**config.mk**
```make
export PLATFORM = sky130hd
export DESIGN_NAME = writeback_stage_flat
export DESIGN_NICKNAME = d
export VERILOG_FILES = /design/src/rtl/writeback_stage_if.sv /design/src/rtl/writeback_stage.sv /design/src/flat_wrapper.sv
export SDC_FILE = /design/constraint.sdc
export NUM_CORES = 1
export LEC_CHECK = 0
export BUFFER_PORTS_ARGS = -buffer_cell sky130_fd_sc_hd__buf_2
export CORE_AREA = 2 2 173 175
export CTS_CLUSTER_SIZE = 40
export DETAILED_ROUTE_END_ITERATION = 8
export DIE_AREA = 0 0 175 177
export GPL_ROUTABILITY_DRIVEN = 1
export PLACE_DENSITY = 0.54
export SETUP_SLACK_MARGIN = 0.1
export SYNTH_ARGS = -nofsm -noshare
export SYNTH_HDL_FRONTEND = slang
export SYNTH_SLANG_ARGS = --single-unit
```
**constraint.sdc**
```tcl
create_clock -name Clk -period 3.1 [get_ports Clk]
set_input_delay 0.62 -clock Clk [delete_from_list [all_inputs] [get_ports Clk]]
set_output_delay 0.62 -clock Clk [all_outputs]
set_load 0.01 [all_outputs]
```
**src/rtl/writeback_stage_if.sv**
```systemverilog
// writeback_stage_if: MEM-to-WB result beat with valid/ready handshake.
interface writeback_stage_if #(
    parameter int XLEN = 32
);
    logic            m_valid;
    logic            m_ready;
    logic            m_regwrite;
    logic            m_is_load;
    logic [2:0]      m_funct3;
    logic [1:0]      m_addr_lo;
    logic [4:0]      m_rd;
    logic [XLEN-1:0] m_alu_result;
    logic [XLEN-1:0] m_load_data;

    modport master (
        output m_valid, m_regwrite, m_is_load, m_funct3, m_addr_lo, m_rd, m_alu_result, m_load_data,
        input  m_ready
    );

    modport slave (
        input  m_valid, m_regwrite, m_is_load, m_funct3, m_addr_lo, m_rd, m_alu_result, m_load_data,
        output m_ready
    );
endinterface

```
**src/rtl/writeback_stage.sv**
```systemverilog
// writeback_stage: RV32I WB stage with load extension, registered regfile write port,
// per-register pending-write scoreboard and retired-instruction counter.
module writeback_stage #(
    parameter int XLEN     = 32,
    parameter int SB_CNT_W = 2
) (
    input  logic                Clk,
    input  logic                Rst_n,
    input  logic                Hold,
    writeback_stage_if.slave    m,
    output logic                RegWrite,
    output logic [4:0]          rd,
    output logic [XLEN-1:0]     wdata,
    input  logic                issue_valid,
    input  logic                issue_regwrite,
    input  logic [4:0]          issue_rd,
    output logic                issue_ready,
    input  logic [4:0]          rs1,
    input  logic [4:0]          rs2,
    output logic                rs1_busy,
    output logic                rs2_busy,
    output logic [XLEN-1:0]     instret,
    output logic                misalign_err,
    output logic                sb_err
);
    logic                regwrite_q, regwrite_d;
    logic                ret_q, ret_d;
    logic                misalign_q, misalign_d;
    logic                sb_err_q, sb_err_d;
    logic [4:0]          rd_q, rd_d;
    logic [XLEN-1:0]     wdata_q, wdata_d;
    logic [XLEN-1:0]     instret_q, instret_d;
    logic [SB_CNT_W-1:0] cnt_q [32];
    logic [SB_CNT_W-1:0] cnt_d [32];

    logic            acc, ld_err, issue_fire, underflow;
    logic [7:0]      lb;
    logic [15:0]     lh;
    logic [XLEN-1:0] ld_val, res;

    assign m.m_ready = !Hold;
    assign acc       = m.m_valid && m.m_ready;

    assign lb = m.m_load_data[{m.m_addr_lo, 3'b000} +: 8];
    assign lh = m.m_addr_lo[1] ? m.m_load_data[31:16] : m.m_load_data[15:0];

    always_comb begin
        ld_val = '0;
        ld_err = m.m_is_load;
        case (m.m_funct3)
            3'b000: begin ld_val = {{(XLEN-8){lb[7]}}, lb};   ld_err = 1'b0; end
            3'b100: begin ld_val = {{(XLEN-8){1'b0}}, lb};    ld_err = 1'b0; end
            3'b001: begin ld_val = {{(XLEN-16){lh[15]}}, lh}; ld_err = m.m_is_load && m.m_addr_lo[0]; end
            3'b101: begin ld_val = {{(XLEN-16){1'b0}}, lh};   ld_err = m.m_is_load && m.m_addr_lo[0]; end
            3'b010: begin ld_val = m.m_load_data;             ld_err = m.m_is_load && |m.m_addr_lo; end
            default: ld_err = m.m_is_load;
        endcase
    end

    assign res = !m.m_is_load ? m.m_alu_result : ld_err ? '0 : ld_val;

    // Errored loads still retire their scoreboard entry so decode never deadlocks.
    assign issue_fire = issue_valid && issue_ready && issue_regwrite && issue_rd != 5'd0;
    assign underflow  = ret_q && cnt_q[rd_q] == '0 && !(issue_fire && issue_rd == rd_q);

    always_comb begin
        regwrite_d = acc && m.m_regwrite && m.m_rd != 5'd0 && !ld_err;
        ret_d      = acc && m.m_regwrite && m.m_rd != 5'd0;
        misalign_d = acc && ld_err;
        rd_d       = acc ? m.m_rd : rd_q;
        wdata_d    = acc ? res : wdata_q;
        instret_d  = instret_q + XLEN'(acc);
        sb_err_d   = sb_err_q || underflow;
    end

    for (genvar g = 0; g < 32; g++) begin : g_sb
        logic inc, dec;
        assign inc = issue_fire && issue_rd == 5'(g);
        assign dec = ret_q && rd_q == 5'(g);
        assign cnt_d[g] = (g == 0)                          ? '0 :
                          (inc && !dec)                     ? cnt_q[g] + 1'b1 :
                          (dec && !inc && cnt_q[g] != '0)   ? cnt_q[g] - 1'b1 :
                                                              cnt_q[g];
    end

    always_ff @(posedge Clk) begin
        if (!Rst_n) begin
            regwrite_q <= 1'b0;
            ret_q      <= 1'b0;
            misalign_q <= 1'b0;
            sb_err_q   <= 1'b0;
            rd_q       <= '0;
            wdata_q    <= '0;
            instret_q  <= '0;
            for (int r = 0; r < 32; r++) cnt_q[r] <= '0;
        end else begin
            regwrite_q <= regwrite_d;
            ret_q      <= ret_d;
            misalign_q <= misalign_d;
            sb_err_q   <= sb_err_d;
            rd_q       <= rd_d;
            wdata_q    <= wdata_d;
            instret_q  <= instret_d;
            for (int r = 0; r < 32; r++) cnt_q[r] <= cnt_d[r];
        end
    end

    // Conservative: a retire landing this cycle does not free a full counter.
    assign issue_ready  = !(issue_regwrite && issue_rd != 5'd0 && &cnt_q[issue_rd]);
    assign rs1_busy     = rs1 != 5'd0 && cnt_q[rs1] != '0;
    assign rs2_busy     = rs2 != 5'd0 && cnt_q[rs2] != '0;
    assign RegWrite     = regwrite_q;
    assign rd           = rd_q;
    assign wdata        = wdata_q;
    assign instret      = instret_q;
    assign misalign_err = misalign_q;
    assign sb_err       = sb_err_q;
endmodule
```
**src/flat_wrapper.sv**
```systemverilog
// flat-port wrapper written by rule: the top's interface ports become plain ports
module writeback_stage_flat 
#(
    parameter int XLEN     = 32,
    parameter int SB_CNT_W = 2
)
  (Clk, Rst_n, Hold, RegWrite, rd, wdata, issue_valid, issue_regwrite, issue_rd, issue_ready, rs1, rs2, rs1_busy, rs2_busy, instret, misalign_err, sb_err, m_m_valid, m_m_regwrite, m_m_is_load, m_m_funct3, m_m_addr_lo, m_m_rd, m_m_alu_result, m_m_load_data, m_m_ready);
  writeback_stage_if #(.XLEN(XLEN)) m_i ();
  input  logic Clk;
  input  logic Rst_n;
  input  logic Hold;
  output logic RegWrite;
  output logic [4:0] rd;
  output logic [XLEN-1:0] wdata;
  input  logic issue_valid;
  input  logic issue_regwrite;
  input  logic [4:0] issue_rd;
  output logic issue_ready;
  input  logic [4:0] rs1;
  input  logic [4:0] rs2;
  output logic rs1_busy;
  output logic rs2_busy;
  output logic [XLEN-1:0] instret;
  output logic misalign_err;
  output logic sb_err;
  input wire logic [$bits(m_i.m_valid)-1:0] m_m_valid;
  input wire logic [$bits(m_i.m_regwrite)-1:0] m_m_regwrite;
  input wire logic [$bits(m_i.m_is_load)-1:0] m_m_is_load;
  input wire logic [$bits(m_i.m_funct3)-1:0] m_m_funct3;
  input wire logic [$bits(m_i.m_addr_lo)-1:0] m_m_addr_lo;
  input wire logic [$bits(m_i.m_rd)-1:0] m_m_rd;
  input wire logic [$bits(m_i.m_alu_result)-1:0] m_m_alu_result;
  input wire logic [$bits(m_i.m_load_data)-1:0] m_m_load_data;
  output wire logic [$bits(m_i.m_ready)-1:0] m_m_ready;
  assign m_i.m_valid = m_m_valid;
  assign m_i.m_regwrite = m_m_regwrite;
  assign m_i.m_is_load = m_m_is_load;
  assign m_i.m_funct3 = m_m_funct3;
  assign m_i.m_addr_lo = m_m_addr_lo;
  assign m_i.m_rd = m_m_rd;
  assign m_i.m_alu_result = m_m_alu_result;
  assign m_i.m_load_data = m_m_load_data;
  assign m_m_ready = m_i.m_ready;
  writeback_stage #(.XLEN(XLEN), .SB_CNT_W(SB_CNT_W)) u_core (.Clk(Clk), .Rst_n(Rst_n), .Hold(Hold), .m(m_i), .RegWrite(RegWrite), .rd(rd), .wdata(wdata), .issue_valid(issue_valid), .issue_regwrite(issue_regwrite), .issue_rd(issue_rd), .issue_ready(issue_ready), .rs1(rs1), .rs2(rs2), .rs1_busy(rs1_busy), .rs2_busy(rs2_busy), .instret(instret), .misalign_err(misalign_err), .sb_err(sb_err));
endmodule
```
==> results by group <==
STA
  – Slew @ Worst Pin: around 0.95 ns
  – Slew Limit Fails: 0
  – Fin crit share: between 90% and 100%
  – Tightest hold margin: about 0.47 ns
  – Slew HR: roughly 37%
  – Summed negative setup slack over all endpoints: 0 ns
  – Number of hold violations in the final report: 0
  – Minimum clock period: roughly 3.0 ns
  – Highest clock frequency the design can meet: roughly 0.33 GHz
  – Final setup fails: 0
  – Worst clock skew: between 0.01 and 0.015 ns
  – Unrepaired setup endpoints after global routing: yes

Yosys
  – Yosys warnings: 0
  – Synthesized cell area: roughly 8600 µm²
  – Flip-flop and latch count after synthesis: 140
  – Cell types with the largest area share after synthesis: dfxtp_1 (32%), mux4_2 (10%), a21oi_1 (7.7%), nand2_1 (4.8%), nor2_1 (4.5%)
  – Primary FF master, synth: dfxtp_1
  – Gate Count Post-Synth: around 1000
  – Top cell type's share of synthesized area: 32.5%
  – Count of cell types in the netlist: 72
  – Net Count, Synth: 1145
  – Top cell type by total area after synthesis: dfxtp_1
  – Number of flops mapped to enable cells by yosys: 0
  – Avg Inst Size Synth: just over 8 µm²
  – Part of the Yosys area used for sequential elements: 32.5%
  – Asr flop ratio synth: 0%

Global routing
  – First-pass GRT wire length: roughly 46 mm
  – Congestion Overflow GR: 0
  – Antenna violations before repair: 3
  – GRT Util Overall: ~19%
  – Vias in the first global route: 8221
  – Pin count of the biggest net entering global routing: 71

Clock tree
  – Insertion delay of the later-clocked pin in the worst-skew pair: 0.44 ns
  – Clock tree from TritonCTS: done
  – Hold buffer count at CTS: 0
  – Maximum root-to-sink buffer count: 2
  – H-tree depth: 4
  – Clk slew on worst S/H paths: around 0.06 ns
  – Number of sinks driven by the clock tree: 140
  – Total CTS buffers: 17
  – Root Buffer Master: clkbuf_16

Hold path
  – Hold Path Sink: u_core.ret_q
  – Class of the most critical hold timing path: in2reg
  – Number of cells on the worst hold path: 3
  – Launch point of the worst hold path: m_m_regwrite

Detailed routing
  – Via total after detailed routing: 8632
  – Routed length per instance: between 15 and 20 µm
  – Number of nets with antenna violations after detailed routing: 0
  – Via-to-Cell Ratio: ~5.4
  – Detailed Route WL: a little under 30 mm
  – Count of TritonRoute iterations in the first routing pass: 7
  – DRT iter0 DRCs: about 540
  – Remaining routing DRC violations: 0

Flow run
  – Max Cap Viol: 0

Worst setup path
  – Crit. End Element: output port
  – Kind of critical path: in2out
  – Required time worst endpoint: 2.48 ns
  – Highest net fanout along the worst path: 4
  – Endpoint arrival time on the critical path: approximately 2.4 ns
  – Setup crit start kind: input port
  – Reg-to-reg endpoint: u_core.instret[28]
  – Launch point of the worst reg-to-reg path: u_core.instret[7]
  – Setup slack on the worst flop-to-flop path: approximately 0.82 ns
  – Count of cells along the worst register-to-register path: 6

Finish
  – N_diodes: 0
  – Cell area after layout: 10500 µm²
  – Post-synthesis to final-layout area growth: 21.6%
  – Net total in the final layout: 1305
  – Number of standard cells in the layout, taps in and fillers out: ~1600
  – Layout filler cell count: 3023
  – Layout cells sized above 1: between 20% and 30%

Die
  – Initial core utilization: between 20 and 30%
  – Placeable core region: roughly 29000 µm²
  – Die extent in x: around 180 µm
  – Placement Rows: 63
  – Number of primary I/O pins: 173
  – Die Outline Area: a little over 30000 µm²
  – Height of the chip: 177 µm

Pwr
  – Largest vdd supply drop: about 0.00036 V
  – PD cells: approximately 420 nW/µm²
  – Leakage power: 3.92 nW

Status
  – Run status: completed

Place
  – IO buf count: around 170
  – Total placed cells including tap cells: about 1600
  – Gp weighted congestion: 0.928
  – Dpl hpwl: 22.5 mm
  – Placed cell area: 9890 µm²
[worst max-delay path, cell delays in order]
cell	delay, ns
buf_2	0.15
mux4_4	0.69
mux2_4	0.30
o211ai_1	0.24
mux2i_1	0.17
nand2_1	0.09
buf_2	0.12
[cell usage in the layout, fill, tap and decap left out, types with 6 or more instances in the layout]
cell,synthesis,final
buf_2,1,171
dfxtp_1,140,137
a21oi_1,133,133
nand2_1,110,110
nor2_1,103,103
o21ai_0,61,61
mux4_2,39,39
nand3_1,39,39
nor3_1,38,38
buf_4,0,34
xnor2_1,29,29
nand2b_1,26,26
a211oi_1,25,25
and3_1,23,23
inv_1,19,18
and2_1,17,17
clkbuf_16,0,17
o21a_1,13,13
nand4_1,12,12
xor2_1,11,11
nor3b_1,10,10
mux2_2,10,9
o221ai_1,8,8
a222oi_1,8,8
o211a_1,8,8
mux2i_1,7,7
a22oi_1,7,7
a31oi_1,7,7
o311a_1,6,6
[worst max-delay path by stage]
stage,startpoint,end,slack [ns],depth (start not counted)
6_report,issue_rd[0],issue_ready,0.10,7
3_5_place_dp,issue_rd[1],issue_ready,0.06,8
2_1_floorplan,rs1[4],rs1_busy,0.35,4
3_3_place_gp,issue_rd[1],issue_ready,0.09,8
4_1_cts,u_core.cnt_q[4][0],issue_ready,0.10,6
5_1_grt,u_core.cnt_q[4][0],issue_ready,0.06,6
[area by class of cell]
cell class | instances | area [µm²] | area share, %
Tap cell | 390 | 488 | 4.65
Inverter | 21 | 78.8 | 0.751
Multi-Input combinational cell | 821 | 5430 | 51.7
Timing Repair Buffer | 205 | 1110 | 10.6
Clock buffer | 17 | 425 | 4.05
Sequential cell | 140 | 2810 | 26.8
Clock inverter | 15 | 153 | 1.45
[through the flow]
stage / utilization, % / total power [mW] / worst slack (ns)
after global placement: 33.8 / 2.40 / 0.0881
final: 35.9 / 4.42 / 0.105
after detailed placement: 33.8 / 2.40 / 0.0603
after CTS: 35.8 / 4.49 / 0.102
after global routing: 35.9 / 4.60 / 0.0569
after floorplan: - / 2.19 / 0.351
[cell families (layout without fill, tap and decap cells)]
family          Yosys count  after routing  share of synthesized area (%)
mux                      58             58                           12.8
buf+inv                  85            258                           4.65
flops                   140            140                           32.5
fa+ha+maj                 2              2                          0.290
xor+xnor                 40             40                           4.06
simple gates            421            421                           24.3
compound gates          300            300                           21.4
[cells in the mapped netlist, drive strengths merged, types with 11 or more instances]
master  count
dfxtp     140
a21oi     133
nand2     110
nor2      103
o21ai      61
clkbuf     50
mux4       40
nand3      39
nor3       38
xnor2      29
nand2b     26
a211oi     25
and3       23
inv        20
and2       18
buf        13
o21a       13
nand4      12
mux2       11
nor3b      11
xor2       11
[registers in the layout, summed over array words and instances, names as in the netlist, named ones only]
signal	cells
u_core.misalign_err	1
u_core.rd	5
u_core.RegWrite	1
u_core.sb_err	1
u_core.wdata	32
u_core.instret	32
u_core.ret_q	1
u_core.cnt_q	62
[where the power goes]
group          internal [mW]  total (mW)  switching [mW]
clock network           1.13        2.05           0.920
logic                  0.194       0.490           0.296
registers               1.84        1.87          0.0370
[per-layer routing]
layer	share of wire [%]	track usage [%]	up-vias
met5	0.077	0	-
met4	3.0	7.26	4
met3	8.4	6.57	55
met2	46	31.2	336
met1	43	23.6	4076
li1	-	-	4161
[what timing repair did]
action,CTS,global route
pin swaps,0,2
resized for setup,2,4
buffers inserted,0,1
endpoints found under the setup margin,1,3
Note: power is estimated with default switching activity, not from simulation.
